## src/rtl/ramb_porta_arbiter_pkg.sv

```systemverilog
// Shared block-RAM geometry and requester encoding used by the port-A arbiter,
// the RAM wrapper and the streaming reader.
package ramb_porta_arbiter_pkg;

  localparam int RAM_DATA_W = 16;
  localparam int RAM_PAR_W  = 2;
  localparam int RAM_ADDR_W = 10;
  localparam int RAM_DEPTH  = 1024;

  typedef enum logic {
    REQ_0 = 1'b0,
    REQ_1 = 1'b1
  } req_idx_e;

  function automatic req_idx_e other_req(input req_idx_e idx);
    return (idx == REQ_0) ? REQ_1 : REQ_0;
  endfunction

endpackage

```

## src/rtl/ramb_porta_arbiter_rr_arb2.sv

```systemverilog
// Two-way round-robin grant with burst locking; purely combinational, the
// caller holds the arbitration registers and feeds back the *_nxt values.
module rr_arb2 import ramb_porta_arbiter_pkg::*; #(
  parameter int MAX_BURST = 4,
  parameter int CNT_W     = 2
) (
  input  logic             rst,
  input  logic [1:0]       req,
  input  logic [1:0]       lock,
  input  req_idx_e         last,
  input  logic             owner_valid,
  input  req_idx_e         owner,
  input  logic [CNT_W-1:0] burst_cnt,
  output logic [1:0]       gnt,
  output logic             accept,
  output req_idx_e         winner,
  output req_idx_e         last_nxt,
  output logic             owner_valid_nxt,
  output req_idx_e         owner_nxt,
  output logic [CNT_W-1:0] burst_cnt_nxt
);

  // Counter stops at MAX_BURST-1 so a lone locked requester cannot wrap it.
  function automatic logic [CNT_W-1:0] sat_inc(input logic [CNT_W-1:0] cnt);
    if (int'(cnt) >= MAX_BURST - 1) return cnt;
    return cnt + 1'b1;
  endfunction

  logic hold;

  always_comb begin
    hold   = owner_valid && (int'(burst_cnt) < MAX_BURST - 1);
    accept = 1'b0;
    winner = REQ_0;
    if (!rst) begin
      unique case (req)
        2'b01: begin
          accept = 1'b1;
          winner = REQ_0;
        end
        2'b10: begin
          accept = 1'b1;
          winner = REQ_1;
        end
        2'b11: begin
          accept = 1'b1;
          if (owner_valid) winner = hold ? owner : other_req(owner);
          else             winner = other_req(last);
        end
        default: accept = 1'b0;
      endcase
    end
    gnt = 2'b00;
    if (accept) gnt = (winner == REQ_1) ? 2'b10 : 2'b01;
  end

  always_comb begin
    last_nxt        = last;
    owner_valid_nxt = owner_valid;
    owner_nxt       = owner;
    burst_cnt_nxt   = burst_cnt;
    // An owner that stops requesting gives up its lock immediately.
    if (owner_valid && !req[owner]) begin
      owner_valid_nxt = 1'b0;
      burst_cnt_nxt   = '0;
    end
    if (accept) begin
      last_nxt = winner;
      if (lock[winner]) begin
        owner_valid_nxt = 1'b1;
        owner_nxt       = winner;
        burst_cnt_nxt   = (owner_valid && owner == winner) ? sat_inc(burst_cnt) : '0;
      end else begin
        owner_valid_nxt = 1'b0;
        burst_cnt_nxt   = '0;
      end
    end
  end

endmodule

```

## src/rtl/ramb_porta_arbiter.sv

```systemverilog
// Shares RAMB16 port A between two masters: round-robin grant, registered RAM
// command, and a tagged two-stage read-return pipeline.
module ramb_porta_arbiter import ramb_porta_arbiter_pkg::*; #(
  parameter int DATA_WIDTH = RAM_DATA_W,
  parameter int PAR_WIDTH  = RAM_PAR_W,
  parameter int ADDR_WIDTH = RAM_ADDR_W,
  parameter int MAX_BURST  = 4
) (
  input  logic                  CLK,
  input  logic                  SSR,
  input  logic                  REQ0,
  input  logic                  REQ1,
  input  logic                  LOCK0,
  input  logic                  LOCK1,
  input  logic                  WE0,
  input  logic                  WE1,
  input  logic [ADDR_WIDTH-1:0] ADDR0,
  input  logic [ADDR_WIDTH-1:0] ADDR1,
  input  logic [DATA_WIDTH-1:0] DI0,
  input  logic [DATA_WIDTH-1:0] DI1,
  input  logic [PAR_WIDTH-1:0]  DIP0,
  input  logic [PAR_WIDTH-1:0]  DIP1,
  output logic                  GNT0,
  output logic                  GNT1,
  output logic                  VALID0,
  output logic                  VALID1,
  output logic [DATA_WIDTH-1:0] DO0,
  output logic [DATA_WIDTH-1:0] DO1,
  output logic [PAR_WIDTH-1:0]  DOP0,
  output logic [PAR_WIDTH-1:0]  DOP1,
  output logic                  ENA,
  output logic                  WEA,
  output logic [ADDR_WIDTH-1:0] ADDRA,
  output logic [DATA_WIDTH-1:0] DIA,
  output logic [PAR_WIDTH-1:0]  DIPA,
  input  logic [DATA_WIDTH-1:0] DOA,
  input  logic [PAR_WIDTH-1:0]  DOPA
);

  localparam int CNT_W = (MAX_BURST > 1) ? $clog2(MAX_BURST) : 1;

  req_idx_e         last, last_nxt, owner, owner_nxt, winner;
  logic             owner_valid, owner_valid_nxt, accept;
  logic [CNT_W-1:0] burst_cnt, burst_cnt_nxt;
  logic [1:0]       gnt;

  rr_arb2 #(
    .MAX_BURST (MAX_BURST),
    .CNT_W     (CNT_W)
  ) u_arb (
    .rst             (SSR),
    .req             ({REQ1, REQ0}),
    .lock            ({LOCK1, LOCK0}),
    .last            (last),
    .owner_valid     (owner_valid),
    .owner           (owner),
    .burst_cnt       (burst_cnt),
    .gnt             (gnt),
    .accept          (accept),
    .winner          (winner),
    .last_nxt        (last_nxt),
    .owner_valid_nxt (owner_valid_nxt),
    .owner_nxt       (owner_nxt),
    .burst_cnt_nxt   (burst_cnt_nxt)
  );

  assign GNT0 = gnt[0];
  assign GNT1 = gnt[1];

  // last resets to requester 1 so requester 0 wins the first tie.
  always_ff @(posedge CLK or posedge SSR) begin
    if (SSR) begin
      last        <= REQ_1;
      owner       <= REQ_0;
      owner_valid <= 1'b0;
      burst_cnt   <= '0;
    end else begin
      last        <= last_nxt;
      owner       <= owner_nxt;
      owner_valid <= owner_valid_nxt;
      burst_cnt   <= burst_cnt_nxt;
    end
  end

  logic                  sel_we;
  logic [ADDR_WIDTH-1:0] sel_addr;
  logic [DATA_WIDTH-1:0] sel_di;
  logic [PAR_WIDTH-1:0]  sel_dip;

  always_comb begin
    sel_we   = WE0;
    sel_addr = ADDR0;
    sel_di   = DI0;
    sel_dip  = DIP0;
    if (winner == REQ_1) begin
      sel_we   = WE1;
      sel_addr = ADDR1;
      sel_di   = DI1;
      sel_dip  = DIP1;
    end
  end

  logic                  en_p0, we_p0, vld_p0, vld_p1;
  logic [ADDR_WIDTH-1:0] addr_p0;
  logic [DATA_WIDTH-1:0] di_p0;
  logic [PAR_WIDTH-1:0]  dip_p0;
  req_idx_e              tag_p0, tag_p1;

  // Stage p0: RAM command register; stage p1: aligns the tag with RAM read data.
  always_ff @(posedge CLK or posedge SSR) begin
    if (SSR) begin
      en_p0   <= 1'b0;
      we_p0   <= 1'b0;
      vld_p0  <= 1'b0;
      addr_p0 <= '0;
      di_p0   <= '0;
      dip_p0  <= '0;
      tag_p0  <= REQ_0;
      vld_p1  <= 1'b0;
      tag_p1  <= REQ_0;
    end else begin
      en_p0  <= accept;
      we_p0  <= accept & sel_we;
      vld_p0 <= accept & ~sel_we;
      if (accept) begin
        addr_p0 <= sel_addr;
        di_p0   <= sel_di;
        dip_p0  <= sel_dip;
        tag_p0  <= winner;
      end
      vld_p1 <= vld_p0;
      tag_p1 <= tag_p0;
    end
  end

  assign ENA   = en_p0;
  assign WEA   = we_p0;
  assign ADDRA = addr_p0;
  assign DIA   = di_p0;
  assign DIPA  = dip_p0;

  assign VALID0 = vld_p1 && (tag_p1 == REQ_0);
  assign VALID1 = vld_p1 && (tag_p1 == REQ_1);
  assign DO0    = VALID0 ? DOA  : '0;
  assign DOP0   = VALID0 ? DOPA : '0;
  assign DO1    = VALID1 ? DOA  : '0;
  assign DOP1   = VALID1 ? DOPA : '0;

endmodule

```

## config.mk

```make
export PLATFORM = sky130hd
export DESIGN_NAME = ramb_porta_arbiter
export DESIGN_NICKNAME = d
export VERILOG_FILES = /design/src/rtl/ramb_porta_arbiter_pkg.sv /design/src/rtl/ramb_porta_arbiter_rr_arb2.sv /design/src/rtl/ramb_porta_arbiter.sv
export SDC_FILE = /design/constraint.sdc
export NUM_CORES = 1
export LEC_CHECK = 0
export ABC_AREA = 1
export CORE_MARGIN = 2
export CORE_UTILIZATION = 31
export CTS_BUF_LIST = sky130_fd_sc_hd__clkbuf_2
export CTS_CLUSTER_SIZE = 16
export DETAILED_ROUTE_END_ITERATION = 8
export PLACE_DENSITY = 0.82
export RECOVER_POWER = 100
export SYNTH_ARGS = -nofsm -noshare
export SYNTH_HDL_FRONTEND = slang
export SYNTH_SLANG_ARGS = --single-unit
```

## constraint.sdc

```tcl
create_clock -name CLK -period 2.6 [get_ports CLK]
set_input_delay 0.52 -clock CLK [delete_from_list [all_inputs] [get_ports CLK]]
set_output_delay 0.52 -clock CLK [all_outputs]
set_load 0.01 [all_outputs]
```

-- Yosys cells after proc, flatten, opt, wreduce, memory -nomap -nowiden
Cells that the tools add are included.
- register bits after elaboration: 39
- bits of input ports: 82
- output and inout port bits: 70
- add/subtract/negate cells: 1
- $lt $le $gt $ge: 4
- equal/unequal tests: 5
- muxes and demuxes: 33
- bitwise operators: 4
- reduce and logical (&&, ||, !) cells: 10
- operator list (operator ; number):
    $mux W16 ; 3
    $mux W2 ; 10
    $mux W1 ; 18
    $mux W10 ; 1
    $logic_and A1 B1 Y1 ; 5
    $ne A5 B5 Y1 const B ; 1
    $eq A2 B2 Y1 const B ; 2
    $lt A1 B2 Y1 const B ; 2
    $reduce_and A2 Y1 ; 2
    $reduce_or A3 Y1 ; 1
    $add A2 B1 Y2 const B ; 1
    $and A1 B1 Y1 ; 2
    $eq A2 B1 Y1 const B ; 1
    $ge A2 B2 Y1 const B ; 1
    $lt A2 B2 Y1 const B ; 1
    $not A1 Y1 ; 2
    $pmux W1 S2 ; 1
    $reduce_bool A2 Y1 ; 1
    $eq A1 B1 Y1 ; 1
    $logic_not A1 Y1 ; 1

-- Depth between registers and ports, before layout
Gate-level depths: netlist of run 1.
- word-level depth: 14
- depth in mapped cells: 14

-- Hierarchy
From an unflattened synthesis of run 1, not the netlist that was laid out.
- cell total of the unflattened synthesis: 366
- area total of the unflattened synthesis: 2372.3 sq um
- modules (own cells, without submodules) (module ; instances ; cells an instance ; area each (sq um) ; seq. area each (sq um)):
    ramb_porta_arbiter ; 1 ; 318 ; 2142.1 ; 977.2
    rr_arb2 ; 1 ; 48 ; 230.2 ; 0.0

-- Worst setup path after synthesis of run 1
No wires, ideal clock.
- path kind: input -> output
- start point: input port SSR
- end point: output port GNT0
- arrival: 2.170 ns
- slack: -0.090 ns
- stages on the path: 6
- buffers on the path: 1
- cells stage by stage: inv_1 > o21ai_1 > inv_1 > nand2_4 > inv_4 > buf_6
- word-level cells in the longest chain between the ends: 3
- elaborated cells between the ends (all ways): 4
- ends and longest elaborated chain (item ; RTL line ; source):
    start, declared ; ramb_porta_arbiter.sv:10 ; input logic SSR,
    $mux W1 ; ramb_porta_arbiter_rr_arb2.sv:35 ; if (!rst) begin
    $mux W2 ; ramb_porta_arbiter_rr_arb2.sv:54 ; if (accept) gnt = (winner == REQ_1) ? 2'b10 : 2'b01;
    $mux W2 * ; ramb_porta_arbiter_rr_arb2.sv:54 ;
    end, declared ; ramb_porta_arbiter.sv:23 ; output logic GNT0,
Every way passes the cells marked *; elsewhere a longest branch is shown, timed or not.

-- Final worst setup path of run 1
- start point: register tag_p1
- end point: output port DO0[5]
- word-level cells in the longest chain between the ends: 3
- ends and longest elaborated chain (item ; RTL line ; source):
    start, declared ; ramb_porta_arbiter.sv:107 ; req_idx_e tag_p0, tag_p1;
    start signal, assigned ; ramb_porta_arbiter.sv:132 ; tag_p1 <= tag_p0;
    $not A1 Y1 ; ramb_porta_arbiter.sv:142 ; assign VALID0 = vld_p1 && (tag_p1 == REQ_0);
    $logic_and A1 B1 Y1 ; ramb_porta_arbiter.sv:142 ;
    $mux W16 ; ramb_porta_arbiter.sv:144 ; assign DO0 = VALID0 ? DOA : '0;
    end, declared ; ramb_porta_arbiter.sv:27 ; output logic [DATA_WIDTH-1:0] DO0,
Every way passes these cells.

==> out/qor.yml, run 1 <==
critical_path:
  start_kind: "register"
  crit_path_frequent_cell: "nor2_1"
  cp_data_arrival_time_ns: 1.91
  crit_chain: "nor2_1 > clkinv_1 > buf_4 > nor2_1 > dlygate4sd3_1"
  worstPathRequired_ns: 2.08
  cp_max_fo: 18
  path_class: "register to output pin"
  critPathCaptureType: "output pin"
  cp_slowest_cell: "dlygate4sd3_1"
  slowest_delay_ns: 0.61
cts:
  insertion_delay_ns: 0.38
  ctsRootBufferMaster: "clkbuf_2"
  cts_buffers: 5
  htree_levels: 2
  cts_tree: "built"
  holdBufCountCts: 0
  path_clk_slew_ns: 0.20
  cts.sink_count: 39
  clockBufferDepth: 2
final_layout:
  multi_input_area_um2: 786
  filler_cell_count: 535
  drive_above_1_share_pct: 5.94
  antennaDiodeCount: 0
  regArea_um2: 977
  fin_nets: 503
  area_growth_pct: 84.8
routing:
  dr.pass1.iters: 4
  dr_total_vias: 2280
  drtIter0Drc: 111
  met3_length_um: 651
  ant_nets: 0
  routed.top_layer: "met4"
  wl_per_cell_um: 12.4
  vias_per_cell: 4.60
  drcViolationCount: 0
  met2WireLength_um: 3040
  wl_met1_um: 2380
  wl_um: 6130
global_route:
  overflow: 0
  grt_max_degree: 39
  grtUsageTotal_pct: 17.9
  antenna_found_initial: 0
  grt_pass1_vias: 2172
  grt_pass1_wl_um: 10200
job:
  maxCapViolCount: 0
timing:
  relSlewSlack_pct: 37.9
  final.min_clock_period_ns: 2.43
  rsz0062_at_grt: "no"
  finalSetupViolations: 0
  fmax_mhz: 411
  maxSlewViolCount: 0
  hold_viol: 0
  worst_pin_slew_ns: 0.932
  fin_crit_sh_pct: 93.6
  tns_ns: 0
  fin_skew_ns: 0.0146
logic_synthesis:
  ys_types: 24
  ys_ff_latch: 39
  ys_seq_area_share_pct: 50.2
  syn-mean-instance-area_um2: 7.43
  yosys_warnings: 0
  synth_fp_nets: 345
  synth_cells: 262
  syn_area_um2: 1950
floorplanning:
  die_x_um: 83.2
  die-height_um: 83.2
  ioPinCount: 152
  start_util_pct: 32.5
  coreArea_um2: 5990
  num_rows: 28
  dieArea_um2: 6930
place:
  dp_hpwl_um: 4790
  place.port_buffers: 151
  routabilityCongestion: 0.890
status:
  status: "finished clean"
power_and_ir_drop:
  ir_drop_v: 0.000229
  powerDensity_nw_per_um2: 438
  p_total_uw: 1580
  p_leak_uw: 0.00175
min_path:
  hp-class: "register to register"
[logic make-up (layout without fill, tap and decap cells)]
| logic type | count (synthesis) | in the layout | share of synthesized area, % |
|---|---|---|---|
| adders and majority gates | 1 | 1 | 0.643 |
| AOI/OAI and AO/OA | 20 | 20 | 6.04 |
| and+or+nand+nor | 159 | 159 | 33.6 |
| DFF | 39 | 39 | 50.2 |
| buffers and inverters | 43 | 202 | 9.45 |
[worst max-delay path: cells and delay by family (launching register included)]
kind | cells | cell delay (ns)
and+or+nand+nor | 2 | 0.23
DFF | 1 | 0.43
buffers and inverters | 3 | 0.87
[registers in the layout, summed over array words and instances, names as in the netlist, 2 cells and up]
name	flops
DIPA	2
ADDRA	10
burst_cnt	2
DIA	16
[synthesized netlist by cell type]
master	instances	area, um2
dfstp_2	1	26.3
nand3_2	1	10.0
o21ai_1	1	5.00
ha_1	1	12.5
a21oi_1	2	10.0
nand3_1	18	90.1
nand4_1	2	12.5
o22ai_1	12	75.1
nand2_2	2	12.5
nor2_1	65	244
a22oi_1	1	7.51
buf_4	2	15.0
nand2_4	2	22.5
nand2_1	68	255
buf_6	1	11.3
dfrtp_1	38	951
clkbuf_1	2	7.51
o21ai_0	4	20.0
nand3b_1	1	7.51
buf_2	4	20.0
inv_4	1	6.26
inv_2	2	7.51
clkinv_1	1	3.75
inv_1	30	113
[area by class of cell]
cell class	count	area share, %
multi-input cells	180	21.9
repair buffers	160	43.6
clock buffers	5	0.696
well taps	75	2.61
inverters	34	3.65
flip-flops and latches	39	27.2
clock inverters	3	0.418
[layout by cell type (no fill, tap or decap), types with 3 or more instances in the layout]
cell type / n
clkdlybuf4s50_1: 97
nand2_1: 67
nor2_1: 65
dlygate4sd3_1: 52
dfrtp_1: 38
inv_1: 29
nand3_1: 18
o22ai_1: 12
clkbuf_2: 6
buf_4: 6
nand2_2: 4
o21ai_0: 4
clkinv_1: 3
[layer usage]
layer  up-vias  global-route usage [%]
li1       1126                       -
met1      1036                    19.7
met2       112                    31.8
met3         6                    7.65
met4         0                    4.62
met5         -                       0
[where the power goes]
part / switching [uW] / internal (uW) / total (uW)
sequential: 47.8 / 696 / 744
combinational: 257 / 315 / 572
clock: 200 / 60.0 / 260
[through the flow]
step / hold WS, ns / std cells / utilization [%] / setup slack, ns / cell area [um2]
3_3_place_gp: 0.337 / 488 / 59.6 / 0.0280 / 3570
4_1_cts: 0.382 / 496 / 60.3 / 0.0881 / 3610
6_report: 0.378 / 496 / 60.0 / 0.167 / 3590
3_5_place_dp: 0.339 / 488 / 59.6 / 0.0129 / 3570
2_1_floorplan: 0.331 / 262 / - / 0.192 / 1950
5_1_grt: 0.409 / 496 / 60.0 / 0.0226 / 3590
[final timing paths]
check	cells past startpoint	slack [ns]	startpoint	end
max	5	0.17	tag_p1	DO0[5]
min	0	0.38	vld_p0	vld_p1
max reg2reg	14	0.33	burst_cnt[0]	burst_cnt[1]
min reg2reg	0	0.38	vld_p0	vld_p1
max in group asynchronous	3	1.05	SSR	DIA[10]
min in group asynchronous	2	0.63	SSR	last
[timing repair]
item	CTS	global route
endpoints found under the hold margin	0	0
gates resized for setup	2	2
setup buffers	0	0
gates cloned	0	0
setup endpoints to repair	2	5
Power figures use the tool's default switching activity.
==> inputs of run 2 (changes only) <==
Settings changed: CORE_MARGIN 2 to 4.
==> out/qor.yml, run 2 (synthesis gave the netlist of run 1 again) <==
final_layout:
  drive_above_1_share_pct: 7.28  # was 5.94%
  antennaDiodeCount: 0  # unchanged
  layout_commonest_cell: "clkdlybuf4s50_1"  # unchanged
  filler_cell_count: 532  # was 535
  area_growth_pct: 86.6  # was 84.8%
  final_cells: 501  # was 496
  fin_nets: 508  # was 503
  largest_reg_flops: 16  # unchanged
  final_cell_mix: "94 x clkdlybuf4s50_1, 68 x nand2_1, 64 x nor2_1"  # was 97 x clkdlybuf4s50_1, 67 x nand2_1, 65 x nor2_1
timing:
  tns_ns: 0  # unchanged
  fin_skew_ns: 0.0185  # was 0.0146 ns
  rsz0062_at_grt: "no"  # unchanged
  relSlewSlack_pct: 36.3  # was 37.9%
  fmax_mhz: 407  # was 411 MHz
  final.min_clock_period_ns: 2.46  # was 2.43 ns
  finalSetupViolations: 0  # unchanged
  fin_crit_sh_pct: 94.5  # was 93.6%
  maxSlewViolCount: 0  # unchanged
  setup_ws_ns: 0.144  # was 0.167 ns
  hold_viol: 0  # unchanged
  worst_pin_slew_ns: 0.955  # was 0.932 ns
routing:
  vias_per_cell: 4.62  # was 4.60
  dr_total_vias: 2316  # was 2280
  wl_um: 6680  # was 6130 um
  dr.pass1.iters: 4  # unchanged
  ant_nets: 0  # unchanged
  drcViolationCount: 0  # unchanged
  drtIter0Drc: 74  # was 111
  wl_per_cell_um: 13.3  # was 12.4 um
critical_path:
  crit_start: "tag_p1"  # unchanged
  critPathCapture: "DO0[3]"  # was DO0[5]
  r2r_end: "WEA"  # was burst_cnt[1]
  worstRegToRegCells: 12  # was 14
  start_kind: "register"  # unchanged
  r2r_setup_slack_ns: 0.28  # was 0.33 ns
  worstPathRequired_ns: 2.08  # about the same
  critPathCaptureType: "output pin"  # unchanged
  r2r-start: "burst_cnt[0]"  # unchanged
  path_class: "register to output pin"  # unchanged
  cp_data_arrival_time_ns: 1.94  # was 1.91 ns
  cp_max_fo: 5  # was 18
floorplanning:
  die_x_um: 87.2  # was 83.2 um
  dieArea_um2: 7610  # was 6930 um2
  num_rows: 28  # unchanged
  die-height_um: 87.2  # was 83.2 um
  start_util_pct: 32.5  # unchanged
  ioPinCount: 152  # unchanged
  coreArea_um2: 5990  # unchanged
global_route:
  grt_pass1_wl_um: 10300  # was 10200 um
  antenna_found_initial: 0  # unchanged
  grtUsageTotal_pct: 17.3  # was 17.9%
  overflow: 0  # unchanged
  grt_max_degree: 40  # was 39
  grt_pass1_vias: 2259  # was 2172
place:
  pre_cts_ws_ns: 0.0282  # was 0.0129 ns
  numPlacedInstances: 490  # was 488
  dp_hpwl_um: 5320  # was 4790 um
  place.port_buffers: 151  # unchanged
  routabilityCongestion: 0.898  # was 0.890
cts:
  path_clk_slew_ns: 0.21  # was 0.20 ns
  insertion_delay_ns: 0.40  # was 0.38 ns
  cts.sink_count: 39  # unchanged
  holdBufCountCts: 0  # unchanged
  cts_buffers: 5  # unchanged
  clockBufferDepth: 2  # unchanged
  cts_tree: "built"  # unchanged
  ctsRootBufferMaster: "clkbuf_2"  # unchanged
  htree_levels: 2  # unchanged
job:
  maxCapViolCount: 0  # unchanged
power_and_ir_drop:
  p_total_uw: 1600  # was 1580 uW
  ir_drop_v: 0.000308  # was 0.000229 V
  powerDensity_nw_per_um2: 441  # was 438 nW/um2
  p_leak_uw: 0.00178  # was 0.00175 uW
min_path:
  hp-class: "register to register"  # unchanged
status:
  status: "finished clean"  # unchanged
## run 2: changes by cell type in the layout (fill, tap and decap cells not counted), sizes merged
cell,delta
clkbuf,+4
clkdlybuf4s50,-3
dlygate4sd3,+3
buf,+2
clkdlybuf4s15,+1
clkinv,-1
dlygate4sd2,-1
## run 2: how the worst min path moves through the flow
| stage | endpoint | startpoint | slack, ns | cells past startpoint |
|---|---|---|---|---|
| 2_1_floorplan | vld_p1 | vld_p0 | 0.33 | 0 |
| 3_3_place_gp | vld_p1 | vld_p0 | 0.33 | 0 |
| 3_5_place_dp | tag_p1 | tag_p0 | 0.36 | 0 |
| 4_1_cts | tag_p1 | tag_p0 | 0.41 | 0 |
| 5_1_grt | vld_p1 | vld_p0 | 0.42 | 0 |
| 6_report | vld_p1 | vld_p0 | 0.40 | 0 |
## run 2: power breakdown
part / switching [uW] / leakage (uW) / total (uW) / internal (uW)
Clock: 207 / 0.0000290 / 276 / 68.6
Combinational: 263 / 0.00128 / 582 / 319
Sequential: 47.9 / 0.000467 / 744 / 696
Total: 518 / 0.00178 / 1600 / 1080
## run 2: area by class of cell
type	instances	area (um2)	share of cell area, %
repair buffers	165	1600	44.0
inverters	34	133	3.65
multi-input cells	180	786	21.6
well taps	75	93.8	2.59
flip-flops and latches	39	977	26.9
clock inverters	2	12.5	0.345
clock buffers	6	30.0	0.827
## run 2: per-stage QoR
stage                     area [um2]  hold slack [ns]  util (%)
final                           3630            0.397      60.6
after global routing            3630            0.418      60.6
after CTS                       3640            0.408      60.7
after detailed placement        3590            0.362      59.9
after global placement          3590            0.335      59.9
after floorplan                 1950            0.331         -
## run 2: routing by layer
layer	wire length [um]	track usage, %	vias up
met5	0	0	-
met4	107	5.72	0
met3	885	6.81	10
met2	3300	32.2	123
met1	2390	17.6	1048
li1	-	-	1135
## run 2: worst max-delay path, cell delays in order, from the launching register on
cell           delay [ns]
dfrtp_1              0.44
nor2_2               0.14
clkinv_2             0.09
buf_4                0.13
nor2_1               0.11
dlygate4sd3_1        0.62
## run 2: timing repair
action	CTS	global route
setup endpoints to repair	9	30
buffers inserted	1	2
endpoints found under the hold margin	0	0
pin swaps	0	0
gates resized for setup	3	3
